[config.mk]
export PLATFORM = sky130hd
export DESIGN_NAME = fifo_rd_tx_sched
export DESIGN_NICKNAME = d
export VERILOG_FILES = /design/src/rtl/fifo_uart_pkg.sv /design/src/rtl/fifo_rd_tx_cnt.sv /design/src/rtl/fifo_rd_tx_sched.sv
export SDC_FILE = /design/constraint.sdc
export NUM_CORES = 1
export LEC_CHECK = 0
export ABC_AREA = 1
export BUFFER_PORTS_ARGS = -buffer_cell sky130_fd_sc_hd__buf_2
export CORE_ASPECT_RATIO = 1.25
export CORE_UTILIZATION = 39
export DETAILED_ROUTE_END_ITERATION = 16
export GPL_ROUTABILITY_DRIVEN = 0
export SLEW_MARGIN = 20
export SYNTH_ARGS = -nofsm -noshare
export SYNTH_HDL_FRONTEND = slang
export SYNTH_SLANG_ARGS = --single-unit
export TNS_END_PERCENT = 30
[constraint.sdc]
create_clock -name r_clk_rd -period 3.44 [get_ports r_clk_rd]
set_input_delay 0.344 -clock r_clk_rd [delete_from_list [all_inputs] [get_ports r_clk_rd]]
set_output_delay 0.344 -clock r_clk_rd [all_outputs]
set_load 0.01 [all_outputs]
[src/rtl/fifo_uart_pkg.sv]
// Shared definitions for the asynchronous UART FIFO and its read-side scheduler.
// Holds the scheduler state encoding, the default data width, and the FIFO
// geometry that the read- and write-side pointer blocks also use.
package fifo_uart_pkg;

  localparam int DATA_WIDTH_DEF = 8;
  localparam int FIFO_DEPTH     = 8;
  localparam int FIFO_PTR_W     = 4;   // one extra bit for wrap detection

  // Read-side scheduler states, fixed 3-bit encoding
  typedef enum logic [2:0] {
    ST_IDLE      = 3'd0,
    ST_SEND      = 3'd1,
    ST_WAIT_BUSY = 3'd2,
    ST_WAIT_DONE = 3'd3,
    ST_GAP       = 3'd4
  } rd_state_e;

  function automatic int max_int(input int a, input int b);
    return (a > b) ? a : b;
  endfunction

endpackage

[src/rtl/fifo_rd_tx_cnt.sv]
// Loadable up-counter with terminal-count compare. The scheduler shares one
// instance between the busy-rise timeout and the inter-frame gap, switching
// the terminal value with the state it is timing.
module fifo_rd_tx_cnt #(
  parameter int W = 5
) (
  input  logic         r_clk_rd,
  input  logic         r_rst_rd,
  input  logic         load,
  input  logic [W-1:0] load_val,
  input  logic         inc,
  input  logic [W-1:0] term,
  output logic [W-1:0] count,
  output logic         tc
);

  // Count register: load wins over increment
  always_ff @(posedge r_clk_rd or negedge r_rst_rd) begin
    // NOTE: sequential state is written with <= so every flop samples the
    // pre-edge values of its neighbours regardless of process order.
    if (!r_rst_rd) begin
      count <= '0;
    end else if (load) begin
      count <= load_val;
    end else if (inc) begin
      count <= count + 1'b1;
    end
  end

  assign tc = (count == term);

endmodule

[src/rtl/fifo_rd_tx_sched.sv]
// Read-side scheduler for the 8-deep asynchronous UART FIFO (read clock domain).
// Pops the head word when the FIFO is non-empty, hands it to the UART TX with
// a one-cycle valid pulse, waits for the TX busy frame, then enforces an
// inter-frame gap. A missing busy rise within BUSY_TO cycles drops the byte
// and sets a sticky error flag.
// Optional: define FIFO_RD_TX_SCHED_STATS_EN to add frame/drop statistics.
module fifo_rd_tx_sched
  import fifo_uart_pkg::*;
#(
  parameter int DATA_WIDTH = DATA_WIDTH_DEF,
  parameter int GAP_CYC    = 2,
  parameter int BUSY_TO    = 16,
  parameter int TO_W       = 5
) (
  input  logic                  r_clk_rd,
  input  logic                  r_rst_rd,
  input  logic                  en_i,
  input  logic                  fifo_empty_i,
  input  logic [DATA_WIDTH-1:0] fifo_rd_data_i,
  output logic                  fifo_rd_inc_o,
  output logic [DATA_WIDTH-1:0] tx_data_o,
  output logic                  tx_data_valid_o,
  input  logic                  tx_busy_i,
  input  logic                  err_clr_i,
  output logic                  err_to_o,
  output logic                  active_o
`ifdef FIFO_RD_TX_SCHED_STATS_EN
  ,
  output logic [15:0]           tx_count_o,
  output logic [7:0]            drop_count_o
`endif
);

  // A zero gap would let IDLE re-sample a stale empty flag; one cycle minimum.
  localparam int GAP_EFF = max_int(GAP_CYC, 1);
  localparam logic [TO_W-1:0] BUSY_TC = TO_W'(BUSY_TO - 1);
  localparam logic [TO_W-1:0] GAP_TC  = TO_W'(GAP_EFF - 1);

  rd_state_e        state;
  rd_state_e        next_state;

  logic [TO_W-1:0]  cnt;
  logic [TO_W-1:0]  cnt_term;
  logic             cnt_tc;
  logic             cnt_load;
  logic             cnt_inc;

  logic             pop;         // IDLE -> SEND: capture head word, pulse inc
  logic             start;       // SEND -> WAIT_BUSY: pulse valid
  logic             timeout;     // busy never rose in time, byte dropped
  logic             frame_done;  // WAIT_DONE -> GAP: TX finished the frame

  // Shared timeout/gap counter
  fifo_rd_tx_cnt #(
    .W (TO_W)
  ) u_cnt (
    .r_clk_rd (r_clk_rd),
    .r_rst_rd (r_rst_rd),
    .load     (cnt_load),
    .load_val ('0),
    .inc      (cnt_inc),
    .term     (cnt_term),
    .count    (cnt),
    .tc       (cnt_tc)
  );

  // State register
  always_ff @(posedge r_clk_rd or negedge r_rst_rd) begin
    if (!r_rst_rd) begin
      state <= ST_IDLE;
    end else begin
      state <= next_state;
    end
  end

  // Next-state decode; a pop decision is only ever taken in IDLE
  always_comb begin
    // NOTE: every combinational output gets a default first, so no path
    // through the case leaves it unassigned and no latch is inferred.
    next_state = state;
    case (state)
      ST_IDLE: begin
        if (en_i && !fifo_empty_i) next_state = ST_SEND;
      end
      ST_SEND: begin
        if (!tx_busy_i) next_state = ST_WAIT_BUSY;
      end
      ST_WAIT_BUSY: begin
        if (tx_busy_i)   next_state = ST_WAIT_DONE;
        else if (cnt_tc) next_state = ST_GAP;
      end
      ST_WAIT_DONE: begin
        if (!tx_busy_i) next_state = ST_GAP;
      end
      ST_GAP: begin
        if (cnt_tc) next_state = ST_IDLE;
      end
      default: next_state = ST_IDLE;
    endcase
  end

  // Output/control decode: event strobes and counter control
  always_comb begin
    pop        = (state == ST_IDLE)      && (next_state == ST_SEND);
    start      = (state == ST_SEND)      && (next_state == ST_WAIT_BUSY);
    timeout    = (state == ST_WAIT_BUSY) && !tx_busy_i && cnt_tc;
    frame_done = (state == ST_WAIT_DONE) && !tx_busy_i;

    // Counter restarts from zero on every state change and only advances
    // while timing a wait that is still in progress.
    cnt_load   = (state != next_state);
    cnt_inc    = ((state == ST_WAIT_BUSY) || (state == ST_GAP)) && !cnt_load;
    cnt_term   = (state == ST_WAIT_BUSY) ? BUSY_TC : GAP_TC;
  end

  // Registered outputs: pulses, captured byte, sticky timeout flag
  always_ff @(posedge r_clk_rd or negedge r_rst_rd) begin
    if (!r_rst_rd) begin
      fifo_rd_inc_o   <= 1'b0;
      tx_data_valid_o <= 1'b0;
      tx_data_o       <= '0;
      err_to_o        <= 1'b0;
    end else begin
      fifo_rd_inc_o   <= pop;
      tx_data_valid_o <= start;
      if (pop) tx_data_o <= fifo_rd_data_i;
      // Setting outranks a simultaneous clear so no timeout is ever lost
      if (timeout)        err_to_o <= 1'b1;
      else if (err_clr_i) err_to_o <= 1'b0;
    end
  end

  assign active_o = (state != ST_IDLE);

`ifdef FIFO_RD_TX_SCHED_STATS_EN
  // Frame counter wraps, drop counter saturates
  always_ff @(posedge r_clk_rd or negedge r_rst_rd) begin
    if (!r_rst_rd) begin
      tx_count_o   <= '0;
      drop_count_o <= '0;
    end else begin
      if (frame_done) tx_count_o <= tx_count_o + 16'd1;
      if (timeout && (drop_count_o != 8'hFF)) drop_count_o <= drop_count_o + 8'd1;
    end
  end
`endif

endmodule

==> impl_metrics.yaml, run 1 <==
die:
  die_w_um: 45.49
  num_rows: 19
  fp.dieH_um: 56.37
  core-area_sq_um: 2211
  start_util_pct: 41.71
  pin_count: 26
  dieArea_sq_um: 2564
synthesis:
  synth_seq_cells: 19
  syn_inst: 103
  yosysTopAreaCellShare_pct: 51.56
  async_reset_ff_share_pct: 100.0
  syn_avg_cell_area_sq_um: 8.953
  yosys-top-cells-area: "dfrtp_1 52%, nand2_1 12%, inv_1 4.5%"
  syn_nets: 118
  synth-edff-count: 0
  synth_ff_type: "dfrtp_1"
  seq_area_frac_synth_pct: 51.56
  yosysWarnings: 0
  synth_cell_type_count: 22
  syn-cell-area_sq_um: 922.1
  synth_top_area_cell: "dfrtp_1"
grt:
  track_usage_pct: 16.25
  grt_pass1_wl_um: 3036
  first_global_vias: 727
  antenna_found_initial: 0
  use_met3_pct: 1.929
  grt_max_degree: 20
  use_met2_pct: 25.92
  top_usage_layer: "met2"
  overflow: 0
  gr-usage-met1_pct: 21.09
power:
  p_sw_uw: 334.7
  comb_power_share_pct: 43.1
  powerDensity_nw_per_um2: 715.9
  pwr-share-clk_pct: 14.0
  cellLeakagePower_uw: 0.0006132
  peakVddDrop_uv: 356.0
  power.internal_uw: 469.6
  switching_share_pct: 41.62
  power_frac_seq_pct: 42.9
drt:
  drc: 0
  detail-route-antenna-nets: 0
  firstDrtPassIters: 4
  routed_wl_um: 1759
  drtIter0Drc: 19
  vias_per_cell: 4.549
  vias: 746
  drt-wirelength-per-cell_um: 10.73
place:
  place_hpwl_um: 1386
  dpl.cell_count: 159
  io_buffer_count: 25
setup_path:
  cp.depth: 3
  cp.arrival_ns: 1.21
  critPathTopFamily: "flip-flops"
  worst_setup_path_end_kind: "output port"
  crit_path_max_fanout: 7
  worstPathRequired_ns: 3.10
  crit_type: "flip-flop to output port"
  startpoint_type: "flip-flop"
  rr_worst_depth: 6
  cp_slowest_cell: "dfrtp_1"
  cpPeakStageDelay_ns: 0.46
  path_buf_inv: 1
  path_cells: "nor2_1 -> nand2_1 -> buf_2"
final_layout:
  multiInputGateArea_sq_um: 397.9
  instances_no_fill: 164
  antenna_cells: 0
  area_delta_synth_final_pct: 21.85
  nFillCells: 230
  nets: 149
  final_util_pct: 50.82
  drive_gt1_share_pct: 31.58
  register_area_sq_um: 475.5
clock_tree:
  clkSinkCount: 19
  worstSkewPairLatency_ns: 0.29
  cts_resized: 0
  clk_pin_slew_ns: 0.11
  cts_buffers: 3
  cts_hold_buffers: 1
  cts_root_buf: "clkbuf_4"
  clockBufferDepth: 2
  cts_tree: "built"
  h-tree-depth: 1
  postCtsSetupBuffers: 0
timing:
  clock_skew_ns: 0.005050
  final_hold_viol_count: 0
  finalSetupTns_ns: 0
  post-route-period-util_pct: 45.04
  timing.hold.ws_ns: 0.2314
  worst_slew_pin_slew_ns: 0.4268
  slew_violations: 0
  fin_crit_ns: 1.549
  rsz0062_at_grt: "no"
  setup_viol: 0
  clock.fmax_mhz: 645.5
  relSlewSlack_pct: 71.55
job:
  max_cap_violations: 0
min_path:
  min_path_cells: 3
  hold_class: "input port to flip-flop"
status:
  run_status: "completed"
[cells in the final DEF (no fill, tap or decap)]
| cell type | netlist | layout |
|---|---|---|
| buf_2 | 0 | 25 |
| clkbuf_4 | 0 | 3 |
| ha_1 | 1 | 1 |
| nand3_4 | 1 | 1 |
| nand2_1 | 29 | 29 |
| nand4_1 | 1 | 1 |
| a21boi_2 | 1 | 1 |
| xor2_1 | 4 | 4 |
| nand3_2 | 3 | 3 |
| dlygate4sd3_1 | 0 | 1 |
| clkinv_2 | 0 | 1 |
| a21oi_4 | 1 | 1 |
| nand2_4 | 1 | 1 |
| o21ai_1 | 2 | 2 |
| clkinv_1 | 1 | 1 |
| inv_1 | 11 | 11 |
| nand2_2 | 3 | 3 |
| o21ai_0 | 3 | 3 |
| nand3_1 | 6 | 6 |
| mux2i_1 | 1 | 1 |
| nor2_2 | 2 | 2 |
| nor4_1 | 1 | 1 |
| o311ai_0 | 1 | 1 |
| dfrtp_1 | 19 | 19 |
| inv_2 | 1 | 1 |
| nor2_1 | 10 | 10 |
[metal layers]
layer	vias up	wire, um
li1	385	-
met3	2	54
met1	341	771
met4	0	19
met2	18	914
met5	-	0
[area by class of cell]
class                           instances  area share [%]
Tap cell                               31           3.452
Sequential cell                        19           42.32
Inverter                               13           4.343
Clock buffer                            3           2.004
Clock inverter                          1          0.4454
Timing Repair Buffer                   26           12.03
Multi-Input combinational cell         71           35.41
[through the flow]
stage	area, sq um	setup WS (ns)	power, uW
finish	1124	1.891	804.3
CTS	1124	1.870	818.5
detailed placement	1086	1.942	701.1
global placement	1086	1.963	692.7
global route	1124	1.791	873.6
floorplan	922.1	2.127	585.1
[flip-flops by register name, indices dropped and copies added, names as in the netlist]
name and cells:
tx_data_o 8, state 3, tx_data_valid_o 1, u_cnt.count 5, fifo_rd_inc_o 1, err_to_o 1
[cell families after synthesis]
group,synth area share (%)
flops,51.56
simple gates,30.26
xor+xnor,3.799
mux,1.086
compound gates,6.649
buf+inv,5.291
fa+ha+maj,1.357
[worst reg2reg max path, delay by kind of cell, from the launching register on]
family	cells	cell delay, ns
flops	1	0.46
simple gates	4	0.66
compound gates	2	0.28
[power groups by stage]
stage	clock (uW)	sequential [uW]	combinational, uW
floorplan	0	368	217
global placement	0	348	345
detailed placement	0	350	351
CTS	119	346	353
global route	126	354	394
finish	113	345	346
[cell usage after synthesis (2+ instances only)]
master	n
nand2_2	3
o21ai_1	2
nor2_1	10
nand3_1	6
o21ai_0	3
nor2_2	2
inv_1	11
dfrtp_1	19
nand2_1	29
xor2_1	4
nand3_2	3
[worst paths after layout]
check / from / end / slack [ns]
setup / recovery: state[0] / active_o / 1.89
hold / removal: fifo_rd_data_i[6] / tx_data_o[6] / 0.23
setup reg to reg: state[0] / u_cnt.count[1] / 1.94
hold reg to reg: tx_data_o[6] / tx_data_o[6] / 0.49
max in group asynchronous: r_rst_rd / u_cnt.count[1] / 2.64
min in group asynchronous: r_rst_rd / tx_data_o[5] / 0.51
(Power assumes the default switching activity.)
==> run 2, diff against run 1 <==
PLACE_DENSITY = 0.65   (was not set)
clock period = 1.4 ns   (was 3.44 ns; I/O delays follow)
==> run 2 against run 1 <==
Net effect:
- global-route usage up 0.46 points
- clock power up 130%
- non-clock buffer count up 8
- setup slack worse by 1.9 ns
- core utilization up 3.9 points
- critical path type is now flip-flop to flip-flop
- critical endpoint is now u_cnt.count[2]
- highest routed layer unchanged
==> impl_metrics.yaml, run 2 (synthesis results as in run 1) <==
final_layout:
  antenna_cells: 0
  top_regs: "tx_data_o (8), u_cnt.count (5), state (3)"
  largest_register: "tx_data_o"
  area_delta_synth_final_pct: 31.21
  largest_register_ffs: 8
  layout_common_cells: "27 x nand2_1, 25 x buf_2, 19 x dfrtp_1"
  nets: 157
  final_util_pct: 54.73
  instances_no_fill: 172
  drive_gt1_share_pct: 37.59
  mostFrequentLayoutCell: "nand2_1"
power:
  cellLeakagePower_uw: 0.0006517
  pwr-share-clk_pct: 12.2
  comb_power_share_pct: 48.1
  power.internal_uw: 1253
  power_uw: 2100
  p_sw_uw: 847.3
  switching_share_pct: 40.35
  power_frac_seq_pct: 39.7
  peakVddDrop_uv: 1077
  powerDensity_nw_per_um2: 1736
drt:
  routed_wl_um: 1749
  drtIter0Drc: 8
  route.met2.wl_um: 946
  wl_met3_um: 47
  wl_met1_um: 745
  vias: 774
  detail-route-antenna-nets: 0
  dr.max_layer_used: "met4"
  drt-wirelength-per-cell_um: 10.17
  drc: 0
  firstDrtPassIters: 4
  vias_per_cell: 4.500
place:
  io_buffer_count: 25
  place_hpwl_um: 1423
  dpl.cell_count: 167
min_path:
  min_path_cells: 3
  hold_class: "input port to flip-flop"
grt:
  antenna_found_initial: 0
  first_global_vias: 792
  grt_max_degree: 20
  grt_pass1_wl_um: 3153
  track_usage_pct: 16.71
  overflow: 0
setup_path:
  reg2reg_slack_ns: 0.02
  startpoint_type: "flip-flop"
  worstPathRequired_ns: 1.62
  crit_path_max_fanout: 5
  worst_setup_path_end_kind: "flip-flop"
  rr_worst_depth: 9
  cp.arrival_ns: 1.59
  crit_type: "flip-flop to flip-flop"
timing:
  rsz0062_at_grt: "yes"
  finalSetupTns_ns: 0
  slew_violations: 0
  clock_skew_ns: 0.001271
  setup_viol: 0
  fin_crit_ns: 1.376
  post-route-period-util_pct: 98.29
  final_hold_viol_count: 0
  worst_slew_pin_slew_ns: 0.4014
  relSlewSlack_pct: 73.24
  clock.fmax_mhz: 726.7
  timing.hold.ws_ns: 0.04632
clock_tree:
  cts_root_buf: "clkbuf_4"
  clk_pin_slew_ns: 0.10
  clkSinkCount: 19
  postCtsSetupBuffers: 0
  h-tree-depth: 1
  cts_buffers: 3
  worstSkewPairLatency_ns: 0.28
  clockBufferDepth: 2
  cts_tree: "built"
die:
  num_rows: 19
  dieArea_sq_um: 2564
  core-area_sq_um: 2211
  die_w_um: 45.49
  pin_count: 26
  fp.dieH_um: 56.37
  start_util_pct: 41.71
job:
  max_cap_violations: 0
status:
  run_status: "completed"
[run 2: worst max-delay path: stages, from the launching register on]
cell	delay (ns)
dfrtp_1	0.44
nor2_2	0.13
nand2_2	0.09
nand2_4	0.09
nand3_4	0.08
a21oi_4	0.15
nand2_2	0.08
nand2_2	0.08
nand3_4	0.08
nor2_1	0.10
[run 2: cell type report]
class | instances | area, sq um
Tap cell | 31 | 38.79
Inverter | 13 | 48.80
Fill cell | 199 | 1001
Multi-Input combinational cell | 71 | 425.4
Clock buffer | 4 | 26.28
Sequential cell | 19 | 475.5
Timing Repair Buffer | 34 | 195.2
[run 2: final timing paths]
kind                                   start             end
setup / recovery                    state[2]  u_cnt.count[2]
hold / removal             fifo_rd_data_i[2]    tx_data_o[2]
setup reg to reg                    state[2]  u_cnt.count[2]
hold reg to reg                 tx_data_o[5]    tx_data_o[5]
max in group asynchronous           r_rst_rd  u_cnt.count[3]
min in group asynchronous           r_rst_rd    tx_data_o[0]
[run 2: per-layer routing]
layer / up-vias / track usage, %
met5: - / 0
met4: 0 / 8.658
met3: 2 / 1.286
met2: 15 / 28.16
met1: 355 / 20.34
li1: 402 / -
[run 2: what timing repair did]
| action | in CTS | in global routing |
|---|---|---|
| endpoints found under the hold margin | 19 | 0 |
| hold buffers | 1 | 0 |
| resized for setup | 4 | 2 |
| cloned | 0 | 0 |
| setup endpoints to repair | 5 | 5 |
[run 2: through the flow]
step           setup WS, ns  area [sq um]
3_5_place_dp       -0.06076          1146
6_report            0.02396          1210
5_1_grt             -0.1069          1210
2_1_floorplan       0.08737         922.1
4_1_cts             0.01008          1197
3_3_place_gp       -0.05702          1146
[run 2: power groups by stage]
stage	combinational [uW]	sequential [uW]	clock, uW
after floorplan	534	904	0
after global placement	946	834	0
after detailed placement	967	837	0
after CTS	1020	835	270
after global routing	1130	856	296
final	1010	834	256
==> run 3, diff against run 2 <==
ABC_AREA = not set   (was 1)
==> run 3 against run 2 <==
Net effect:
- the flow now finishes with violations (negative setup slack)
- clock-buffer cell count unchanged
- area after synthesis is 0.41% lower
- routed wire length is 3.3% lower
- sequential share of layout area decreased by 0.60 points
- sequential power about the same
- core utilization grew 0.85 points
- clock skew barely moved
- non-clock buffer count grew 5
- critical path depth fell by 5
- first-iteration DRC count fell by 50%
- die area is 0.38% lower
- total power rose by 12%
- critical endpoint is now tx_data_o[2]
==> impl_metrics.yaml, run 3 <==
status:
  run_status: "finished with violations"
  violations: "negative setup slack"
drt:
  drtIter0Drc: 4
  drt-wirelength-per-cell_um: 11.50
  drc: 0
  routed_wl_um: 1691
  firstDrtPassIters: 4
  vias: 723
  vias_per_cell: 4.918
  detail-route-antenna-nets: 0
power:
  comb_power_share_pct: 52.6
  switching_share_pct: 34.60
  pwr-share-clk_pct: 11.8
  power.internal_uw: 1532
  p_sw_uw: 810.5
  power_frac_seq_pct: 35.6
  cellLeakagePower_uw: 0.0006170
  powerDensity_nw_per_um2: 1907
  peakVddDrop_uv: 1021
synthesis:
  yosysWarnings: 0
  synth_ff_type: "dfrtp_1"
  synth_cell_type_count: 26
  yosys-top-cells-area: "dfrtp_1 52%, mux2_4 13%, xnor2_1 4.8%"
  yosysTopAreaCellShare_pct: 51.77
  synth_top_area_cell: "dfrtp_1"
  async_reset_ff_share_pct: 100.0
  synth.most_common_cell: "dfrtp_1"
  synth_xor_area_share_pct: 4.768
  synth_common_cells: "19 x dfrtp_1, 8 x mux2_4, 6 x nor2_1, 6 x nor3_1, 5 x xnor2_1"
  synth_seq_cells: 19
  synthMuxAreaShare_pct: 14.17
  synth-edff-count: 0
  synth_simple_gate_area_share_pct: 15.94
  synth_compound_area_share_pct: 6.131
  synth_adder_area_share_pct: 1.362
  syn_inst: 77
  synth_top_family_by_area: "simple AND/OR/NAND/NOR gates"
  syn-cell-area_sq_um: 918.4
  seq_area_frac_synth_pct: 51.77
  syn_avg_cell_area_sq_um: 11.93
  syn_nets: 92
timing:
  clock_skew_ns: 0.001148
  post-route-period-util_pct: 110.9
  slew_violations: 0
  relSlewSlack_pct: 72.02
  worst_slew_pin_slew_ns: 0.4197
  worst_slack_ns: -0.1523
  fin_crit_ns: 1.552
  rsz0062_at_grt: "yes"
  clock.fmax_mhz: 644.2
  final_hold_viol_count: 0
  setup_viol: 8
final_layout:
  final_util_pct: 55.57
  mostFrequentLayoutCell: "buf_2"
  nFillCells: 202
  area_delta_synth_final_pct: 33.79
  layout_common_cells: "25 x buf_2, 19 x dfrtp_1, 11 x buf_4"
  multiInputGateArea_sq_um: 432.9
  drive_gt1_share_pct: 50.86
  antenna_cells: 0
  post-route-cell-area_sq_um: 1229
  top_regs: "tx_data_o (8), u_cnt.count (5), state (3)"
  nets: 132
  largest_register: "tx_data_o"
  register_area_sq_um: 475.5
  largest_register_ffs: 8
grt:
  antenna_found_initial: 0
  first_global_vias: 708
  grt_pass1_wl_um: 2939
  track_usage_pct: 15.52
  overflow: 0
  grt_max_degree: 20
setup_path:
  crit_type: "flip-flop to flip-flop"
  crit_path_max_fanout: 6
  startpoint_type: "flip-flop"
  worstPathRequired_ns: 1.59
  worst_setup_path_end_kind: "flip-flop"
  cp.arrival_ns: 1.75
die:
  fp.dieH_um: 56.26
  dieArea_sq_um: 2554
  core-area_sq_um: 2211
  pin_count: 26
  num_rows: 19
  start_util_pct: 41.54
  die_w_um: 45.41
min_path:
  hold_class: "input port to flip-flop"
clock_tree:
  worstSkewPairLatency_ns: 0.30
  cts_buffers: 3
  cts_tree: "built"
  clockBufferDepth: 2
  clkSinkCount: 19
  h-tree-depth: 1
  cts_root_buf: "clkbuf_4"
  clk_pin_slew_ns: 0.10
place:
  dpl-instance-area_sq_um: 1134
  place_hpwl_um: 1275
  io_buffer_count: 25
  pre_cts_ws_ns: -0.1647
job:
  max_cap_violations: 0
[run 3: cell count changes after synthesis, sizes merged, moves of 2 or more]
cell,previous run,this run
nor2b,0,3
nor3,0,6
nand2,33,3
nand3,10,2
mux2,0,8
xor2,4,0
o21a,0,2
or3,0,2
xnor2,0,5
nor2,12,6
o22ai,0,2
buf,0,4
o21ai,5,1
inv,12,4
[run 3: logic make-up (layout without fill, tap and decap cells)]
kind of cell | after synthesis | after routing
AO/OA/AOI/OAI | 8 | 8
buffers and inverters | 8 | 47
adder cells (fa/ha/maj) | 1 | 1
flip-flops | 19 | 19
AND/OR/NAND/NOR | 27 | 27
XOR/XNOR | 5 | 5
multiplexers | 9 | 9
[run 3: per-layer routing]
metal,global-route usage [%],vias to the layer above,routed length (um)
met1,17.67,352,724
met5,0,-,0
met2,26.33,23,861
met3,2.894,5,69
met4,7.792,0,35
li1,-,343,-
[run 3: path summary, 6_finish.rpt]
kind,from,endpoint,slack (ns),cells past startpoint
min,err_clr_i,err_to_o,0.02,2
min in group asynchronous,r_rst_rd,tx_data_o[3],0.30,2
max in group asynchronous,r_rst_rd,u_cnt.count[1],0.81,2
min reg2reg,tx_data_o[4],tx_data_o[4],0.51,1
max,state[0],tx_data_o[2],-0.15,4
max reg2reg,state[0],tx_data_o[2],-0.15,4
[run 3: final cells by class]
type | instances | share of cell area [%]
flip-flops and latches | 19 | 38.70
multi-input cells | 50 | 35.23
clock buffers | 4 | 2.138
well taps | 31 | 3.157
inverters | 4 | 1.222
repair buffers | 39 | 19.55
[run 3: through the flow]
stage                     TNS [ns]  hold WS [ns]  total power, uW  instances
final                       -1.170       0.02254             2343        147
after floorplan             -2.409       -0.1556             1606         77
after CTS                   -1.440       0.01660             2313        147
after detailed placement    -1.752        0.1005             1969        141
after global placement      -1.569        0.1026             1953        141
after global routing        -1.820       0.01862             2531        147
[run 3: what timing repair did]
item	in CTS	in global routing
gates resized for setup	7	6
buffers inserted	1	0
hold buffers	1	0
endpoints found under the hold margin	19	0
pin swaps	1	2
endpoints found under the setup margin	12	17
[run 3: critical path, cell delays in order (launching register included)]
cell and delay (ns):
dfrtp_1 0.39, or3_4 0.38, or2_4 0.24, buf_6 0.14, mux2_4 0.29
[run 3: power by group through the flow]
stage / combinational [uW] / clock (uW) / sequential [uW]
2_1_floorplan: 690 / 0 / 916
3_3_place_gp: 1120 / 0 / 835
6_report: 1230 / 276 / 835
5_1_grt: 1370 / 301 / 861
4_1_cts: 1190 / 284 / 838
3_5_place_dp: 1120 / 0 / 846
